**src/rtl/cursor_pkg.sv**
```systemverilog
// cursor_pkg: shared constants, FSM state enum and pending-delta type for the cursor sprite controller
package cursor_pkg;
  localparam int DEF_SPR_W    = 24;
  localparam int DEF_SPR_H    = 32;
  localparam int DEF_H_ACTIVE = 640;
  localparam int DEF_V_ACTIVE = 480;
  typedef enum logic {ACCUM, COMMIT} cursor_state_t;
  typedef logic signed [10:0] pend_t;
endpackage

```
**src/rtl/cursor_pos_update.sv**
```systemverilog
// cursor_pos_update: pos+pending, clamped to the visible sprite range, or wrapped when CURSOR_WRAP_EN is defined
module cursor_pos_update
  import cursor_pkg::*;
#(
  parameter int SPR_W    = DEF_SPR_W,
  parameter int SPR_H    = DEF_SPR_H,
  parameter int H_ACTIVE = DEF_H_ACTIVE,
  parameter int V_ACTIVE = DEF_V_ACTIVE
) (
  input  logic [9:0] pos_x,
  input  logic [9:0] pos_y,
  input  pend_t      pend_x,
  input  pend_t      pend_y,
  output logic [9:0] new_x,
  output logic [9:0] new_y
);
  logic signed [11:0] sx, sy;
  assign sx = $signed({2'b00, pos_x}) + $signed({pend_x[10], pend_x});
  assign sy = $signed({2'b00, pos_y}) + $signed({pend_y[10], pend_y});
`ifdef CURSOR_WRAP_EN
  function automatic logic [9:0] wrap(input logic signed [11:0] v, input int m);
    int r;
    r = int'(v) % m;
    return 10'(r < 0 ? r + m : r);
  endfunction
  assign new_x = wrap(sx, H_ACTIVE);
  assign new_y = wrap(sy, V_ACTIVE);
`else
  localparam logic signed [11:0] X_MAX = 12'(H_ACTIVE - SPR_W);
  localparam logic signed [11:0] Y_MAX = 12'(V_ACTIVE - SPR_H);
  assign new_x = sx[11] ? '0 : sx > X_MAX ? X_MAX[9:0] : sx[9:0];
  assign new_y = sy[11] ? '0 : sy > Y_MAX ? Y_MAX[9:0] : sy[9:0];
`endif
endmodule

```
**src/rtl/cursor_sprite_ctrl.sv**
```systemverilog
// cursor_sprite_ctrl: cursor position with vblank-committed moves and sprite ROM addressing (CURSOR_WRAP_EN selects wrap)
module cursor_sprite_ctrl
  import cursor_pkg::*;
#(
  parameter int SPR_W    = DEF_SPR_W,
  parameter int SPR_H    = DEF_SPR_H,
  parameter int H_ACTIVE = DEF_H_ACTIVE,
  parameter int V_ACTIVE = DEF_V_ACTIVE,
  parameter int DELTA_W  = 6,
  parameter int ADDR_W   = 10,
  parameter int INIT_X   = 308,
  parameter int INIT_Y   = 224
) (
  input  logic                      vga_clk,
  input  logic                      reset,
  input  logic [9:0]                DrawX,
  input  logic [9:0]                DrawY,
  input  logic                      blank,
  input  logic                      move_valid,
  output logic                      move_ready,
  input  logic signed [DELTA_W-1:0] move_dx,
  input  logic signed [DELTA_W-1:0] move_dy,
  output logic [ADDR_W-1:0]         rom_address,
  output logic                      sprite_hit,
  output logic [9:0]                pos_x,
  output logic [9:0]                pos_y
);
  cursor_state_t state, state_nxt;
  pend_t pend_x, pend_y, pend_x_nxt, pend_y_nxt;
  logic vblank_d, vblank_rise, accept, in_box;
  logic [9:0] upd_x, upd_y, ox, oy;
  function automatic pend_t sat_add(input pend_t p, input logic signed [DELTA_W-1:0] d);
    logic [11:0] s;
    s = {p[10], p} + {{(12-DELTA_W){d[DELTA_W-1]}}, d};
    return (s[11] == s[10]) ? s[10:0] : s[11] ? 11'h400 : 11'h3FF;
  endfunction
  assign vblank_rise = (DrawY >= 10'(V_ACTIVE)) & ~vblank_d;
  assign move_ready  = state == ACCUM;
  assign accept      = move_valid & move_ready;
  assign ox          = DrawX - pos_x;
  assign oy          = DrawY - pos_y;
  assign in_box      = blank & (ox < 10'(SPR_W)) & (oy < 10'(SPR_H)) & (DrawX < 10'(H_ACTIVE));
  cursor_pos_update #(
    .SPR_W(SPR_W), .SPR_H(SPR_H), .H_ACTIVE(H_ACTIVE), .V_ACTIVE(V_ACTIVE)
  ) u_upd (
    .pos_x(pos_x), .pos_y(pos_y), .pend_x(pend_x), .pend_y(pend_y), .new_x(upd_x), .new_y(upd_y)
  );
  // next state: accumulate moves until vblank starts, then spend one cycle committing
  always_comb begin
    state_nxt  = (state == COMMIT) ? ACCUM : vblank_rise ? COMMIT : ACCUM;
    pend_x_nxt = (state == COMMIT) ? '0 : accept ? sat_add(pend_x, move_dx) : pend_x;
    pend_y_nxt = (state == COMMIT) ? '0 : accept ? sat_add(pend_y, move_dy) : pend_y;
  end
  // control state, pending deltas and committed position
  always_ff @(posedge vga_clk) begin
    if (reset) begin
      state    <= ACCUM;
      pend_x   <= '0;
      pend_y   <= '0;
      vblank_d <= 1'b0;
      pos_x    <= 10'(INIT_X);
      pos_y    <= 10'(INIT_Y);
    end else begin
      state    <= state_nxt;
      pend_x   <= pend_x_nxt;
      pend_y   <= pend_y_nxt;
      vblank_d <= DrawY >= 10'(V_ACTIVE);
      if (state == COMMIT) begin
        pos_x <= upd_x;
        pos_y <= upd_y;
      end
    end
  end
  // pixel path: register address and hit so they line up with the negedge-clocked ROM output
  always_ff @(posedge vga_clk) begin
    if (reset) begin
      rom_address <= '0;
      sprite_hit  <= 1'b0;
    end else begin
      rom_address <= in_box ? ADDR_W'({10'd0, oy} * 20'(SPR_W) + 20'(ox)) : '0;
      sprite_hit  <= in_box;
    end
  end
endmodule

```
**config.mk**
```make
export PLATFORM = sky130hd
export DESIGN_NAME = cursor_sprite_ctrl
export DESIGN_NICKNAME = d
export VERILOG_FILES = /design/src/rtl/cursor_pkg.sv /design/src/rtl/cursor_pos_update.sv /design/src/rtl/cursor_sprite_ctrl.sv
export SDC_FILE = /design/constraint.sdc
export NUM_CORES = 1
export LEC_CHECK = 0
export CAP_MARGIN = 20
export CORE_UTILIZATION = 25
export CTS_BUF_LIST = sky130_fd_sc_hd__clkbuf_2
export DETAILED_ROUTE_END_ITERATION = 12
export HOLD_SLACK_MARGIN = 0.03
export MAX_ROUTING_LAYER = met4
export SYNTH_ARGS = -nofsm -noshare
export SYNTH_HDL_FRONTEND = slang
export SYNTH_HIERARCHICAL = 1
export SYNTH_SLANG_ARGS = --single-unit
export TNS_END_PERCENT = 100
```
**constraint.sdc**
```tcl
create_clock -name vga_clk -period 3 [get_ports vga_clk]
set_clock_uncertainty 0.15 [all_clocks]
set_input_delay 0.3 -clock vga_clk [delete_from_list [all_inputs] [get_ports vga_clk]]
set_output_delay 0.3 -clock vga_clk [all_outputs]
set_load 0.02 [all_outputs]
```
==> out/results.tsv, run 1 <==
stage	metric	value	unit
outcome	run status	finished with violations	
outcome	failing checks	design-rule violations, negative setup slack	
cells_and_area	commonest non-fill, non-tap cell in the layout	buf_4	
setup_path	Setup CP Type	reg -> reg	
yosys	library cells used by synthesis	73	
setup_path	CP endpoint kind	register	
cts	Inserted Clock Buffers	5	
setup_path	critical path buffer and inverter count	3	
drt	DR top layer	met4	
drt	router iterations before antenna repair	8	
global_route	largest net degree at the start of global routing	29	
cts	H-tree Lvls	2	
cells_and_area	nets	996	
cells_and_area	Layout Utilization	35.3	%
drt	met2 wire len	7.16	mm
timing	Final Hold Violating Endpoints	0	
yosys	asr flop ratio synth	0	%
global_route	initial antenna violation count	2	
timing	unrepaired setup endpoints after global routing	yes	
setup_path	CP Cell Sequence	ha_4 -> inv_2 -> fa_2 -> ha_4 -> inv_2 -> fa_2 -> inv_2 -> ha_4 -> nor2b_4 -> nor3_2 -> o21bai_1 -> a21oi_2 -> xnor2_2 -> xnor2_1 -> nor3_1	
yosys	syn nets	832	
yosys	Top FF cell, synth	dfxtp_1	
yosys	Yosys reg bits	55	
global_route	first-pass GRT wire length	24.8	mm
setup_path	CP startpoint kind	register	
cts	clk_lat worst skew	0.45	ns
cells_and_area	Fill cells	2266	
drt	met1 wire length	6.73	mm
drt	met3 WL	589	um
pwr	Cell Pwr Density	477	nW/um2
die	Die H	152	um
global_route	total grt overflow	0	
hold_path	hold crit path type	reg -> reg	
cells_and_area	fraction of layout cells with a size suffix above 1	22.8	%
placed_design	Detail Placement HPWL	12.3	mm
die	Starting Density	25.7	%
global_route	Total GRT Usage	13.1	%
cts	CTS tree	yes	
die	Core Rows	54	
timing	Worst-Margin Slew	0.671	ns
pwr	Peak VDD IR	0.000201	V
timing	fin. max-slew vios	0	
yosys	top post-synthesis cells by area	dfxtp_1, ha_1, o21ai_0	
drt	drt drc	7	
drt	via count	5595	
setup_path	delay-heaviest family, CP	adder cells	
setup_path	crit-path max cell delay	0.55	ns
setup_path	Crit path arrival time	3.53	ns
cells_and_area	design area	7740	um2
setup_path	data required time of the worst path	3.27	ns
timing	crit share post-route	109	%
die	Die X	152	um
drt	Iter 0 DRT Violations	200	
drt	Wirelength per Cell	12.6	um
timing	fmax	0.307	GHz
flow_run	total of max-cap violations	0	
yosys	Mapped Cells	717	
yosys	area share of the largest cell type after synthesis	19.5	%
timing	final setup violation count	3	
cells_and_area	most frequent cells in the layout	buf_4, clkdlybuf4s50_1, ha_1	
global_route	vias in the first global route	5413	
placed_design	Port Buffers	67	
timing	minimum clock period	3.26	ns
drt	Routed Antenna Nets	0	
drt	final wirelength	14.7	mm
cts	clock buffer depth	2	
die	Die ar.	23200	um2
drt	vias per cell	4.81	
setup_path	worst-path maximum fanout	2	
cts	Num Clock Sinks	55	
die	Core Region	22000	um2
yosys	synthesized area	5640	um2
yosys	Syn Area/Cell	7.87	um2
placed_design	DP Area	7400	um2
placed_design	GP Congestion	0.883	
cells_and_area	Layout area overhead	37.3	%
cts	CTS root buffer	clkbuf_2	
die	# IOs	68	
yosys	warnings from Yosys	6	
yosys	cell taking the most area after synthesis	dfxtp_1	
timing	Relative slew margins	55.1	%
pwr	LEAKAGE	3.29	nW
cts	CTS clk-pin slew, worst paths	0.28	ns
yosys	Post-synth EDFFs	0	
timing	Final WS setup	-0.261	ns
setup_path	Slowest-stage cell, CP	fa_2	
yosys	post-synthesis sequential area ratio	19.5	%
-- cells in the mapped netlist (5+ instances only) --
cell type,instances
a211oi_1,6
a21o_1,19
a21oi_1,53
a31oi_1,26
clkbuf_1,12
dfxtp_1,55
fa_1,8
ha_1,71
inv_1,67
mux2i_1,13
nand2_1,33
nand2b_1,10
nand3_1,10
nor2_1,62
nor2b_1,11
nor3_1,14
nor3_2,10
nor3b_1,5
o211ai_1,12
o21a_1,13
o21ai_0,62
o21bai_1,6
o22ai_1,5
o31ai_1,5
xnor2_1,25
xor2_1,13
-- layout make-up --
cell class / count / area [um2] / share of cell area [%]
multi-input cells: 576 / 4450 / 57.4
repair buffers: 176 / 1510 / 19.5
flip-flops and latches: 55 / 1110 / 14.4
well taps: 280 / 350 / 4.52
inverters: 67 / 251 / 3.25
clock inverters: 3 / 38.8 / 0.501
clock buffers: 5 / 25.0 / 0.323
diodes: 2 / 5.00 / 0.0646
-- kinds of logic after synthesis --
kind of cell / after synthesis / synth area share [%]
other cells: 1 / 0.0665
fa+ha+maj: 79 / 18.6
compound gates: 255 / 29.7
flops: 55 / 19.5
buf+inv: 86 / 5.99
mux: 14 / 2.51
simple gates: 189 / 17.8
xor+xnor: 38 / 5.90
-- stage by stage --
step / setup TNS, ns / worst slack, ns / hold WS [ns] / instances / total power, mW
after floorplan: -0.189 / -0.189 / 0.225 / 717 / 2.40
after global placement: -11.66 / -0.706 / 0.237 / 1146 / 3.09
after detailed placement: -12.50 / -0.733 / 0.241 / 1146 / 3.12
after CTS: -0.376 / -0.214 / 0.249 / 1155 / 3.52
after global routing: -1.07 / -0.429 / 0.286 / 1164 / 4.05
final: -0.493 / -0.261 / 0.252 / 1164 / 3.69
-- sequential cells by signal, summed over array words and instances, names as in the netlist --
signal,count
sprite_hit,1
pend_y,11
pend_x,11
pos_y,10
pos_x,10
state,1
vblank_d,1
rom_address,10
-- per-layer routing --
metal | track usage [%] | vias to the layer above
li1 | - | 2951
met1 | 15.5 | 2560
met2 | 23.0 | 74
met3 | 2.22 | 10
met4 | 3.11 | 0
met5 | - | -
-- report_power, final --
part	switching (mW)	total (mW)	internal, mW
clock	0.235	0.372	0.137
combinational	1.24	2.46	1.22
sequential	0.0636	0.857	0.793
total	1.54	3.69	2.15
-- worst paths after layout --
check                              start  slack (ns)  cells past startpoint             end
worst min-delay path            vblank_d        0.25                      1           state
worst max register to register  pos_y[0]       -0.26                     15  rom_address[9]
worst max-delay path            pos_y[0]       -0.26                     15  rom_address[9]
worst min register to register  vblank_d        0.25                      1           state
-- timing repair --
item	CTS	global route
setup endpoints to repair	12	45
hold buffers	0	0
gates resized for setup	4	46
pin swaps	4	31
hold endpoints to repair	0	0
setup buffers	1	7
No activity file was read; power rests on OpenSTA's default activity.
==> inputs of run 2 (changes only) <==
--- a/config.mk
+++ b/config.mk
@@ -7,7 +7,7 @@
 export LEC_CHECK = 0
 export CAP_MARGIN = 20
 export CORE_UTILIZATION = 25
-export CTS_BUF_LIST = sky130_fd_sc_hd__clkbuf_2
+export CTS_BUF_LIST = sky130_fd_sc_hd__clkbuf_16
 export DETAILED_ROUTE_END_ITERATION = 12
 export HOLD_SLACK_MARGIN = 0.03
 export MAX_ROUTING_LAYER = met4
==> run 2 against run 1 <==
Compared with the run above: the flow still finishes with violations (design-rule violations, negative setup slack); non-clock buffer count increased by 2; first-iteration DRC count down 13%; critical path depth did not move; clock power grew 65%; die area unchanged; maximum frequency up 2.4%; count of clock-buffer cells in the layout up 1; flip-flop and latch count unchanged; critical endpoint unchanged.
==> out/results.tsv, run 2 (synthesis gave the netlist of run 1 again) <==
stage	metric	value	unit
cells_and_area	storage element area	1110	um2
flow_run	total of max-cap violations	0	
setup_path	CP Cell Sequence	ha_4 -> inv_2 -> fa_2 -> buf_4 -> inv_1 -> fa_1 -> inv_2 -> ha_4 -> nor2b_4 -> nor3_2 -> o21bai_1 -> a21oi_2 -> xnor2_2 -> xnor2_1 -> nor3_1	
setup_path	r2r setup slk	-0.18	ns
drt	vias per cell	4.79	
global_route	Total GRT Usage	13.2	%
drt	Iter 0 DRT Violations	174	
timing	Relative slew margins	55.1	%
timing	fmax	0.314	GHz
placed_design	Setup WS pre-CTS	-0.733	ns
cells_and_area	most frequent cells in the layout	buf_4, clkdlybuf4s50_1, ha_1	
setup_path	crit-path max cell delay	0.55	ns
hold_path	hold-critical path depth	1	
cts	H-tree Lvls	2	
cells_and_area	biggest regs	pend_x: 11 flops, pend_y: 11 flops	
die	Die H	152	um
placed_design	Detail Placement HPWL	12.3	mm
setup_path	CP endpoint kind	register	
die	Starting Density	25.7	%
cts	Inserted Clock Buffers	5	
hold_path	Hold Path End	state	
timing	TNS Setup	-0.288	ns
timing	minimum clock period	3.18	ns
outcome	run status	finished with violations	
cts	CTS clk-pin slew, worst paths	0.07	ns
setup_path	RR Endpoint	rom_address[9]	
cts	clock buffer depth	2	
global_route	initial antenna violation count	2	
setup_path	Crit path arrival time	3.25	ns
global_route	total grt overflow	0	
timing	Final WS setup	-0.185	ns
global_route	first-pass GRT wire length	25.1	mm
setup_path	Setup CP Type	reg -> reg	
cells_and_area	Layout area overhead	39.9	%
die	Core Region	22000	um2
global_route	GR peak layer	met2	
global_route	vias in the first global route	5476	
global_route	largest net degree at the start of global routing	29	
setup_path	Reg2Reg Depth	15	
pwr	Peak VDD IR	0.000253	V
cts	Num Clock Sinks	55	
timing	Final Hold Violating Endpoints	0	
timing	Worst-Margin Slew	0.671	ns
drt	final wirelength	14.9	mm
die	Die X	152	um
cts	CTS Hold Bufs	0	
drt	Routed Antenna Nets	0	
timing	unrepaired setup endpoints after global routing	yes	
cells_and_area	Fill cells	2244	
cells_and_area	area of the multi-input gates	4500	um2
setup_path	CP startpoint kind	register	
drt	router iterations before antenna repair	9	
pwr	total power	3.93	mW
timing	fin. max-slew vios	0	
cells_and_area	fraction of layout cells with a size suffix above 1	23.8	%
die	# IOs	68	
timing	crit share post-route	106	%
hold_path	Min-Delay Startpoint	vblank_d	
setup_path	data required time of the worst path	3.07	ns
setup_path	Slowest-stage cell, CP	fa_2	
cts	CTS tree	yes	
global_route	routing usage on met3	2.13	%
setup_path	worst-path maximum fanout	2	
drt	Wirelength per Cell	12.7	um
placed_design	GP Congestion	0.883	
cts	CTS root buffer	clkbuf_16	
timing	final setup violation count	2	
drt	drt drc	7	
cells_and_area	nets	998	
global_route	met2 Usage GRT	23.3	%
cells_and_area	commonest non-fill, non-tap cell in the layout	buf_4	
cts	clk_lat worst skew	0.29	ns
outcome	failing checks	design-rule violations, negative setup slack	
pwr	Cell Pwr Density	497	nW/um2
drt	via count	5590	
cells_and_area	non-filler cells, final	1166	
placed_design	Placed Cells incl. Taps	1146	
die	Core Rows	54	
pwr	LEAKAGE	3.34	nW
hold_path	hold crit path type	reg -> reg	
setup_path	R2R Path Start	pos_y[0]	
global_route	GRT met1 Usage	15.6	%
placed_design	Port Buffers	67	
die	Die ar.	23200	um2
## run 2: timing repair
item                                    4_1_cts  5_1_grt
gates resized for setup                      20       44
endpoints found under the setup margin       15       45
pin swaps                                    17       30
cloned                                        1        0
setup buffers                                 3        6
## run 2: how the worst max path moves through the flow
stage	slack [ns]	from	endpoint	depth (start not counted)
2_1_floorplan	-0.19	pos_y[0]	rom_address[9]	15
3_3_place_gp	-0.71	DrawY[0]	rom_address[9]	17
3_5_place_dp	-0.73	DrawY[0]	rom_address[9]	17
4_1_cts	-0.22	DrawY[2]	rom_address[9]	14
5_1_grt	-0.34	pos_y[0]	rom_address[9]	15
6_report	-0.18	pos_y[0]	rom_address[9]	15
## run 2: power breakdown
| group | internal [mW] | leakage (nW) | switching [mW] | total [mW] |
|---|---|---|---|---|
| combinational | 1.22 | 2.81 | 1.24 | 2.46 |
| clock | 0.356 | 0.0794 | 0.257 | 0.614 |
| sequential | 0.791 | 0.453 | 0.0646 | 0.856 |
## run 2: stage by stage
step,utilization [%],hold slack (ns),instance area [um2]
2_1_floorplan,-,0.225,5700
3_3_place_gp,33.7,0.237,7400
3_5_place_dp,33.7,0.241,7400
4_1_cts,34.8,0.246,7640
5_1_grt,36.0,0.273,7900
6_report,36.0,0.245,7900
## run 2: area by class of cell
type / count / share of cell area [%]
sequential: 55 / 14.1
inverter: 67 / 3.19
multi-input combinational: 576 / 57.0
antenna: 2 / 0.0634
timing repair buffer: 178 / 19.2
clock inverter: 2 / 0.111
tap: 280 / 4.44
clock buffer: 6 / 1.90
## run 2: worst max-delay path, delay by kind of cell, from the launching register on
family,cells,cell delay [ns]
buffers and inverters,4,0.24
and+or+nand+nor,3,0.35
xor gates and xnor gates,2,0.27
adders and majority gates,4,1.45
DFF,1,0.36
AOI/OAI and AO/OA,2,0.29
## run 2: per-layer routing
layer	vias up	wire, um
met5	-	0
li1	2956	-
met1	2542	6760
met4	0	194
met3	10	557
met2	82	7340
==> inputs of run 3 (changes only) <==
--- a/config.mk
+++ b/config.mk
@@ -6,6 +6,7 @@
 export NUM_CORES = 1
 export LEC_CHECK = 0
 export CAP_MARGIN = 20
+export CORE_MARGIN = 2
 export CORE_UTILIZATION = 25
 export CTS_BUF_LIST = sky130_fd_sc_hd__clkbuf_16
 export DETAILED_ROUTE_END_ITERATION = 12
==> run 3 against run 2 <==
Compared with the run above: the flow finishes with violations (negative setup slack); sequential share of layout area about the same; sequential power is 0.5% lower; total power rose by 0.63%; setup slack better by 0.026 ns; cell area increased by 0.14%; wire length grew 2.5%; register-to-register slack improved by 0.03 ns; flip-flop and latch count stayed put; combinational power up 3%; maximum frequency is 0.82% higher; die area rose by 2.6%; via count rose by 0.27%; largest power group unchanged.
==> out/results.tsv, run 3 (synthesis gave the netlist of run 1 again) <==
stage	metric	value	unit
flow_run	total of max-cap violations	0	
hold_path	hold-critical path depth	1	
cts	CTS Hold Bufs	0	
placed_design	Port Buffers	67	
drt	drt drc	0	
timing	Worst-Margin Slew	0.688	ns
global_route	largest net degree at the start of global routing	33	
cts	Num Clock Sinks	55	
drt	via count	5605	
timing	Relative slew margins	54.0	%
timing	fmax	0.317	GHz
setup_path	Reg2Reg Depth	15	
setup_path	CP endpoint kind	register	
die	Starting Density	25.7	%
setup_path	CP startpoint kind	register	
timing	TNS Setup	-0.247	ns
cts	CTS clk-pin slew, worst paths	0.07	ns
die	Core Region	22000	um2
timing	fin. max-slew vios	0	
cells_and_area	most frequent cells in the layout	buf_4, clkdlybuf4s50_1, ha_1	
timing	final setup violation count	2	
timing	crit share post-route	105	%
die	# IOs	68	
die	Die H	154	um
hold_path	Min-Delay Startpoint	vblank_d	
timing	Final WS setup	-0.159	ns
placed_design	Detail Placement HPWL	12.4	mm
cells_and_area	fraction of layout cells with a size suffix above 1	23.4	%
cts	Inserted Clock Buffers	5	
drt	final wirelength	15.2	mm
setup_path	CP Cell Sequence	ha_4 -> inv_2 -> fa_2 -> ha_4 -> inv_2 -> fa_1 -> inv_2 -> ha_4 -> nor2b_4 -> nor3_4 -> o21bai_1 -> a21oi_2 -> xnor2_1 -> xnor2_1 -> nor3_1	
setup_path	R2R Path Start	pos_y[0]	
cts	H-tree Lvls	2	
global_route	Total GRT Usage	12.9	%
cts	CTS tree	yes	
global_route	initial antenna violation count	2	
drt	vias per cell	4.82	
outcome	failing checks	negative setup slack	
placed_design	DP Area	7380	um2
cells_and_area	nets	995	
hold_path	Hold Path End	state	
die	Core Rows	54	
cells_and_area	design area	7910	um2
setup_path	Slowest-stage cell, CP	fa_2	
timing	Final Hold Violating Endpoints	0	
die	Die X	154	um
setup_path	RR Endpoint	rom_address[9]	
pwr	Cell Pwr Density	500	nW/um2
cells_and_area	commonest non-fill, non-tap cell in the layout	buf_4	
outcome	run status	finished with violations	
drt	Iter 0 DRT Violations	263	
global_route	vias in the first global route	5386	
setup_path	data required time of the worst path	3.04	ns
cts	clk_lat worst skew	0.30	ns
hold_path	hold crit path type	reg -> reg	
cts	clock buffer depth	2	
drt	router iterations before antenna repair	5	
timing	minimum clock period	3.16	ns
cts	CTS root buffer	clkbuf_16	
setup_path	worst-path maximum fanout	2	
pwr	total power	3.95	mW
die	Die ar.	23800	um2
placed_design	GP Congestion	0.825	
setup_path	Crit path arrival time	3.20	ns
global_route	total grt overflow	0	
drt	Wirelength per Cell	13.1	um
drt	Routed Antenna Nets	0	
cells_and_area	biggest regs	pend_x: 11 flops, pend_y: 11 flops	
pwr	Peak VDD IR	0.000208	V
global_route	first-pass GRT wire length	25.0	mm
cells_and_area	Layout area overhead	40.1	%
setup_path	Setup CP Type	reg -> reg	
timing	unrepaired setup endpoints after global routing	yes	
setup_path	r2r setup slk	-0.16	ns
setup_path	crit-path max cell delay	0.56	ns
pwr	LEAKAGE	3.33	nW
-- run 3: changes by cell type in the layout (fill, tap and decap cells not counted), moves of 2 or more --
cell / change
o311ai_4: +2
a2111oi_4: +2
a2111oi_2: -2
inv_1: +3
buf_6: +2
xnor2_2: -2
xor2_1: -2
inv_2: -2
buf_4: -5
xor2_2: +2
xnor2_1: +2
-- run 3: how the worst max path moves through the flow --
stage / from / end / cells after the start
6_report: pos_y[0] / rom_address[9] / 15
3_3_place_gp: DrawY[0] / rom_address[9] / 17
2_1_floorplan: pos_y[0] / rom_address[9] / 15
3_5_place_dp: DrawY[0] / rom_address[9] / 17
5_1_grt: pos_y[0] / rom_address[9] / 15
4_1_cts: pos_y[0] / rom_address[9] / 15
-- run 3: layout make-up --
type / instances / area [um2]
inverters: 67 / 251
diodes: 2 / 5.00
repair buffers: 175 / 1500
fillers: 2199 / 14100
clock inverters: 2 / 10.0
clock buffers: 5 / 125
flip-flops and latches: 55 / 1110
multi-input cells: 576 / 4550
well taps: 280 / 350
-- run 3: per-layer routing --
layer	share of wire [%]	vias to the layer above	global-route usage, %
li1	-	2944	-
met1	46	2553	15.7
met2	48	95	22.2
met3	4.4	13	2.30
met4	1.4	0	2.85
met5	0	-	-
-- run 3: critical path, delay by kind of cell, from the launching register on --
| family | cells | cell delay (ns) |
|---|---|---|
| adder cells (fa/ha/maj) | 5 | 1.58 |
| flip-flops | 1 | 0.36 |
| XOR/XNOR | 2 | 0.33 |
| AND/OR/NAND/NOR | 3 | 0.29 |
| AO/OA/AOI/OAI | 2 | 0.25 |
| buffers and inverters | 3 | 0.11 |
-- run 3: report_power, final --
group	internal [mW]	switching (mW)
Combinational	1.25	1.28
Clock	0.303	0.270
Sequential	0.791	0.0616
Total	2.34	1.61
-- run 3: timing repair --
item                                    CTS  global route
cloned                                    0             1
resized for setup                        27            41
endpoints found under the setup margin   19            47
pin swaps                                20            32
buffers inserted                          3             6
-- run 3: per-stage QoR --
step | worst slack (ns) | hold slack [ns] | instances | util [%]
final | -0.159 | 0.240 | 1162 | 36.0
after global routing | -0.326 | 0.272 | 1162 | 36.0
after CTS | -0.182 | 0.241 | 1153 | 34.7
after detailed placement | -0.749 | 0.230 | 1143 | 33.6
after global placement | -0.714 | 0.237 | 1143 | 33.6
after floorplan | -0.189 | 0.225 | 717 | -
